===== config.mk =====
export PLATFORM = sky130hd
export DESIGN_NAME = pipe_ctrl
export DESIGN_NICKNAME = d
export VERILOG_FILES = /design/src/rtl/pipe_ctrl_pkg.sv /design/src/rtl/pipe_ctrl_watchdog.sv /design/src/rtl/pipe_ctrl.sv
export SDC_FILE = /design/constraint.sdc
export NUM_CORES = 1
export LEC_CHECK = 0
export BUFFER_PORTS_ARGS = -buffer_cell sky130_fd_sc_hd__buf_4
export CORE_UTILIZATION = 25
export CTS_BUF_LIST = sky130_fd_sc_hd__clkbuf_4
export DETAILED_ROUTE_END_ITERATION = 8
export PLACE_DENSITY_LB_ADDON = 0.25
export SYNTH_ARGS = -nofsm -noshare
export SYNTH_HDL_FRONTEND = slang
export SYNTH_SLANG_ARGS = --single-unit
export TNS_END_PERCENT = 30

===== constraint.sdc =====
create_clock -name i_Clk -period 2.6 [get_ports i_Clk]
set_input_delay 0.13 -clock i_Clk [delete_from_list [all_inputs] [get_ports i_Clk]]
set_output_delay 0.13 -clock i_Clk [all_outputs]
set_load 0.05 [all_outputs]

===== src/rtl/pipe_ctrl_pkg.sv =====
// Shared encodings for the pipeline controller: hold levels, FSM states and
// the enable polarities used across the controller slice.
package pipe_ctrl_pkg;

    typedef enum logic [2:0] {
        HoldNone = 3'd0,
        HoldPc   = 3'd1,
        HoldIf   = 3'd2,
        HoldId   = 3'd3
    } hold_e;

    typedef enum logic [1:0] {
        RUN   = 2'd0,
        FLUSH = 2'd1,
        ERR   = 2'd2
    } state_e;

    localparam logic JumpEnable  = 1'b1;
    localparam logic ResetEnable = 1'b1;

    // Hold levels are ordered, so combining requests is a max().
    function automatic hold_e hold_max(input hold_e a, input hold_e b);
        return (a > b) ? a : b;
    endfunction

endpackage


===== src/rtl/pipe_ctrl_watchdog.sv =====
// Fetch-stall watchdog: counts consecutive bus-hold cycles, flags the
// cycle in which the limit is hit and keeps a sticky trip indication.
module stall_watchdog
    import pipe_ctrl_pkg::*;
#(
    parameter int BUS_TIMEOUT = 256
) (
    input  logic i_Clk,
    input  logic i_reset,
    input  logic bus_hold,
    output logic timeout,
    output logic tripped
);

    localparam logic [15:0] Limit = 16'(BUS_TIMEOUT - 1);

    logic [15:0] count;

    assign timeout = bus_hold && (count == Limit);

    // Counter saturates so a long stall after the trip cannot wrap around.
    always_ff @(posedge i_Clk) begin
        if (i_reset == ResetEnable) begin
            count   <= '0;
            tripped <= 1'b0;
        end else begin
            if (!bus_hold) begin
                count <= '0;
            end else if (count != 16'hFFFF) begin
                count <= count + 16'd1;
            end
            if (timeout) begin
                tripped <= 1'b1;
            end
        end
    end

endmodule


===== src/rtl/pipe_ctrl.sv =====
// Central pipeline controller: arbitrates ex redirects, interrupts and fetch
// stalls into pc jump/hold controls and if_id/id_ex flush/hold levels.
module pipe_ctrl
    import pipe_ctrl_pkg::*;
#(
    parameter int FLUSH_CYCLES = 2,
    parameter int BUS_TIMEOUT  = 256
) (
    input  logic        i_Clk,
    input  logic        i_reset,
    input  logic        i_ex_jump_flag,
    input  logic [31:0] i_ex_jump_addr,
    input  logic        i_ex_hold_flag,
    input  logic [31:0] i_ex_pc,
    input  logic        i_bus_hold,
    input  logic        i_int_req,
    input  logic [31:0] i_int_addr,
    output logic        o_int_ack,
    output logic [31:0] o_int_epc,
    output logic        o_jump_flag,
    output logic [31:0] o_jump_addr,
    output logic [2:0]  o_hold_flag,
    output logic        o_flush,
    output logic        o_bus_err
);

    localparam logic [2:0] FlushLoad = 3'(FLUSH_CYCLES - 1);

    state_e     state, state_next;
    logic [2:0] flush_cnt, flush_cnt_next;
    logic       bus_timeout, bus_tripped;
    logic       take_int, jump_req;
    hold_e      hold_level;

    stall_watchdog #(
        .BUS_TIMEOUT(BUS_TIMEOUT)
    ) u_watchdog (
        .i_Clk   (i_Clk),
        .i_reset (i_reset),
        .bus_hold(i_bus_hold),
        .timeout (bus_timeout),
        .tripped (bus_tripped)
    );

    always_ff @(posedge i_Clk) begin
        if (i_reset == ResetEnable) begin
            state     <= RUN;
            flush_cnt <= '0;
        end else begin
            state     <= state_next;
            flush_cnt <= flush_cnt_next;
        end
    end

    // A watchdog trip in the same cycle suppresses any redirect.
    always_comb begin
        take_int = (state == RUN) && i_int_req && !i_ex_hold_flag
                   && !i_bus_hold && !i_reset;
        jump_req = (take_int || (i_ex_jump_flag && (state != ERR)))
                   && !bus_timeout && !i_reset;
    end

    always_comb begin
        state_next     = state;
        flush_cnt_next = flush_cnt;
        if (bus_timeout) begin
            state_next = ERR;
        end else begin
            case (state)
                RUN: begin
                    if (jump_req) begin
                        state_next     = FLUSH;
                        flush_cnt_next = FlushLoad;
                    end
                end
                FLUSH: begin
                    if (jump_req) begin
                        flush_cnt_next = FlushLoad;
                    end else if (i_ex_hold_flag) begin
                        flush_cnt_next = flush_cnt;
                    end else if (flush_cnt == 3'd0) begin
                        state_next = RUN;
                    end else begin
                        flush_cnt_next = flush_cnt - 3'd1;
                    end
                end
                ERR:     state_next = ERR;
                default: state_next = RUN;
            endcase
        end
    end

    always_comb begin
        hold_level  = HoldNone;
        o_int_ack   = 1'b0;
        o_int_epc   = '0;
        o_jump_flag = 1'b0;
        o_jump_addr = '0;
        o_hold_flag = '0;
        o_flush     = 1'b0;
        o_bus_err   = 1'b0;
        if (!i_reset) begin
            if (i_bus_hold) begin
                hold_level = hold_max(hold_level, HoldPc);
            end
            if (i_ex_hold_flag || (state == ERR)) begin
                hold_level = hold_max(hold_level, HoldId);
            end
            o_hold_flag = hold_level;
            o_flush     = (state == FLUSH);
            o_bus_err   = bus_tripped;
            if (jump_req) begin
                o_jump_flag = JumpEnable;
                o_jump_addr = take_int ? i_int_addr : i_ex_jump_addr;
            end
            if (take_int) begin
                o_int_ack = 1'b1;
                o_int_epc = i_ex_jump_flag ? i_ex_jump_addr : (i_ex_pc + 32'd4);
            end
        end
    end

endmodule


# --- After elaboration in Yosys (flattened, before gate mapping) ---
# Index checks and enable logic that the tools add are counted.
word_totals:
  regBits: 22
  input_bits: 102
  output_inout_bits: 71
  wordCells: 76
op_classes:
  n_addsub: 3
  n_lt_le_gt_ge: 1
  eq_ne: 15
  mux: 28
  bitwise_logic: 2
  reduce_logical: 22
ops:
  columns: ["cell", "count"]
  rows:
  - ["$mux 32", 6]
  - ["$add 32x3->32 const B", 1]
  - ["$mux 3", 8]
  - ["$ne 3x3->1 const B", 6]
  - ["$add 16x1->16 const B", 1]
  - ["$eq 16x8->1 const B", 1]
  - ["$ne 16x16->1 const B", 1]
  - ["$mux 2", 5]
  - ["$ne 2x2->1 const B", 5]
  - ["$logic_and 1x1->1", 8]
  - ["$reduce_and 4->1", 2]
  - ["$mux 1", 7]
  - ["$pmux 2 s3", 1]
  - ["$pmux 3 s2", 1]
  - ["$reduce_and 5->1", 1]
  - ["$logic_not 1->1", 4]
  - ["$reduce_or 2->1", 2]
  - ["$gt 3x2->1 const B", 1]
  - ["$logic_not 3->1", 1]
  - ["$sub 3x1->3 const B", 1]
  - ["$eq 2x1->1 const B", 1]
  - ["$eq 2x2->1 const B", 1]
  - ["$logic_not 2->1", 1]
  - ["$logic_or 1x1->1", 2]
  - ["2 further kinds", 3]

# --- Logic depth before layout (Yosys ltp) ---
depth:
  word_depth: 11
  ltp_mapped: 8
  depth_no_buf: 7

# --- Cells and area by module ---
# Synthesis repeated with hierarchy kept, for this count alone.
hier_totals:
  hier_cells: 434
  area_unflattened_um2: 2736.4
by_module_without_submodules:
  columns: ["module", "instances", "cells_per_inst", "area_each_um2", "seq_area_each_um2"]
  rows:
  - ["pipe_ctrl", 1, 326, 1846.8, 100.1]
  - ["stall_watchdog", 1, 108, 889.6, 340.3]

# --- Least setup slack after synthesis ---
# OpenSTA, ideal clock, no wires.
synth_path:
  path_kind: "register -> output"
  from: "register state[1]"
  to: "output o_int_epc[17]"
  t_arrival_ns: 2.754
  required_time_ns: 2.470
  path_slack_ns: -0.284
  path_stages_with_launch: 8
  n_path_buf: 2
  path_cell_list: "dfxtp_1 nor2_1 nand4b_1 inv_1 clkbuf_1 clkbuf_1 o21ai_0 a21oi_1"
synth_between:
  elab_chain_len: 7
synth_lines:
  columns: ["item", "line_no", "rtl"]
  rows:
  - ["start, declared", "pipe_ctrl.sv:29", "state_e state, state_next;"]
  - ["start signal, assigned", "pipe_ctrl.sv:50", "state <= state_next;"]
  - ["$logic_not 2->1", "pipe_ctrl.sv:57", "take_int = (state == RUN) && i_int_req && !i_ex_hold_flag"]
  - ["$logic_and 1x1->1 (2 in series)", "pipe_ctrl.sv:57", null]
  - ["$logic_and 1x1->1 (2 in series)", "pipe_ctrl.sv:58", "&& !i_bus_hold && !i_reset;"]
  - ["$mux 32", "pipe_ctrl.sv:116", "if (take_int) begin"]
  - ["$mux 32", "pipe_ctrl.sv:102", "if (!i_reset) begin"]
  - ["end, declared", "pipe_ctrl.sv:19", "output logic [31:0] o_int_epc,"]
# Every way passes these cells.

# --- Final worst setup path ---
layout_path:
  from: "register u_watchdog.count[13]"
  to: "output o_jump_addr[1]"
layout_between:
  elab_chain_len: 7
layout_lines:
  columns: ["item", "line_no", "rtl"]
  rows:
  - ["start, declared", "pipe_ctrl_watchdog.sv:17", "logic [15:0] count;"]
  - ["start signal, assigned", "pipe_ctrl_watchdog.sv:30", "count <= count + 16'd1;"]
  - ["$eq 16x8->1", "pipe_ctrl_watchdog.sv:19", "assign timeout = bus_hold && (count == Limit);"]
  - ["$logic_and 1x1->1", "pipe_ctrl_watchdog.sv:19", null]
  - ["$logic_not 1->1", "pipe_ctrl.sv:60", "&& !bus_timeout && !i_reset;"]
  - ["$logic_and 1x1->1 (2 in series)", "pipe_ctrl.sv:60", null]
  - ["$mux 32", "pipe_ctrl.sv:112", "if (jump_req) begin"]
  - ["$mux 32", "pipe_ctrl.sv:102", null]
  - ["end, declared", "pipe_ctrl.sv:21", "output logic [31:0] o_jump_addr,"]
# Every way passes these cells.

==> impl_metrics.yaml <==
placement:
  pre_cts_slack_ps: 183
  dpl-instance-area_um2: 4000
  place_congestion: 0.852
  dp_hpwl_um: 7690
  numPortBuffers: 171
  dp.cells: 688
route:
  via_per_inst: 4.97
  drc: 0
  drt_pre_antenna_iters: 4
  drt-total-wl_um: 10400
  drt_iter0_drc: 168
  vias: 3466
  wl_per_cell_um: 14.9
  final_antenna_net_count: 0
synthesis:
  ys_warn_count: 0
  ys_async_sr_fraction_pct: 0
  avgSynthCellArea_um2: 6.33
  post_synth_num_cell_types: 45
  synth_area_um2: 2580
  synthesis.nets: 513
  ys.flop_type: "dfxtp_1"
  ys_seq_elements: 22
  ys_seq_area_share_pct: 17.1
  synth_edf_count: 0
  syn_inst: 407
clock_tree:
  root_buffer: "clkbuf_4"
  cts.path.max_buffers: 2
  cts_made_buffers: 3
  cts_hold_buf: 0
  cts_tree: "built"
  clock_latency_ps: 310
  htreeDepth: 1
  clock_sinks: 22
  clkTransAtPathRegs_ps: 110
power_and_ir_drop:
  finalPower_mw: 1.03
  power.leakage_nw: 1.81
  ir_drop_uv: 180
  powerDensity_nw_per_um2: 251
critical_path:
  required_ps: 2470
  path_class: "flop to output pin"
  cp-end-kind: "output pin"
  crit_fanout: 8
  start_kind: "flop"
  cp.arrival_ps: 2410
grt:
  grtUsageMet1_pct: 21.2
  grt_pass1_vias: 3173
  antenna_found_initial: 0
  track_usage_pct: 17.6
  grt_max_degree: 53
  grt_pass1_wl_um: 15800
  gr-usage-met3_pct: 1.95
  use_met2_pct: 33.6
  grt_overflow: 0
  grt.busiest_layer: "met2"
final_layout:
  nets: 671
  drive_above_1_share_pct: 36.7
  mostFrequentLayoutCells: "179 x buf_4, 80 x nand2_1, 51 x a21oi_1"
  area_delta_synth_final_pct: 59.6
  final_cell_area_um2: 4110
  final_util_pct: 41.7
  final_cells: 697
  diodes: 0
  num-fill-cells: 1081
  final_common_cell: "buf_4"
floorplan:
  die_x_um: 104
  die_h_um: 104
  initial_core_util_pct: 26.1
  die_area_um2: 10700
  num_rows: 36
  core_area_um2: 9860
  ios: 173
timing:
  rsz0062_at_grt: "false"
  hold_viol_final: 0
  whs_ps: 50.7
  finClkSkew_ps: 12.1
  tns_ps: 0
  drv_slew: 0
  fin_crit_ps: 2540
  max_freq_mhz: 394
  period_share_pct: 97.6
  slew_headroom_pct: 37.7
  setup_violations: 0
  tightest_slew_ps: 931
  worst_slack_ps: 62.4
status:
  outcome: "finished clean"
job:
  drv_cap: 0
min_path:
  hp-class: "input port to flop"
synth_stat cells, types with 9 or more instances:
library cell	instances	share of area, %
a211oi_1	10	2.9
a21oi_1	60	12
and4_1	11	3.7
clkbuf_1	25	3.6
dfxtp_1	22	17
inv_1	9	1.3
nand2_1	80	12
nand3_1	20	3.9
nand4_1	10	2.4
nor2_1	42	6.1
o21ai_0	16	3.1
xnor2_1	21	7.1
xor2_1	17	5.8
registers in the layout, summed over array words and instances (netlist names):
register            flops
u_watchdog.tripped      1
u_watchdog.count       16
flush_cnt               3
state                   2
worst max-delay path, stage by stage (launching register included):
cell and delay (ps):
dfxtp_2 370, or4b_1 540, or4_4 680, o21ai_4 220, a21oi_1 80, buf_4 210
logic make-up (layout without fill, tap and decap cells):
family / Yosys count / in the layout / share of synthesized area, %
simple gates: 195 / 195 / 36.4
fa+ha+maj: 4 / 4 / 1.94
mux: 7 / 7 / 2.72
buf+inv: 40 / 193 / 6.12
flops: 22 / 22 / 17.1
compound gates: 100 / 104 / 22.7
xor+xnor: 38 / 38 / 12.9
other cells: 1 / 1 / 0.146
metal layers:
layer  wire, um  share of wire, %
met5          0                 0
met2       5380                52
met1       4420                42
met3        561               5.4
met4         54              0.52
report_power, final:
part | switching [mW] | internal [mW]
Clock | 0.105 | 0.0561
Sequential | 0.00475 | 0.342
Combinational | 0.313 | 0.212
final cells by class:
class	count	area, um^2	area share [%]
clock buffer	3	22.5	0.548
timing repair buffer	179	1340	32.7
inverter	10	41.3	1.00
sequential	22	447	10.9
multi-input combinational	349	2090	50.8
clock inverter	1	3.75	0.0913
tap	133	166	4.05
final timing paths:
kind,end,cells past startpoint,start,slack [ps]
max reg2reg,flush_cnt[1],5,u_watchdog.count[13],310
min,flush_cnt[2],2,i_reset,50
max,o_jump_addr[1],5,u_watchdog.count[13],60
min reg2reg,u_watchdog.tripped,2,u_watchdog.tripped,480
what timing repair did:
item                       in CTS  in global routing
gates cloned                    1                  3
gates resized for setup         3                  7
pin swaps                       0                  0
setup buffers                   0                  1
setup endpoints to repair      33                 33
(Power assumes the default switching activity.)
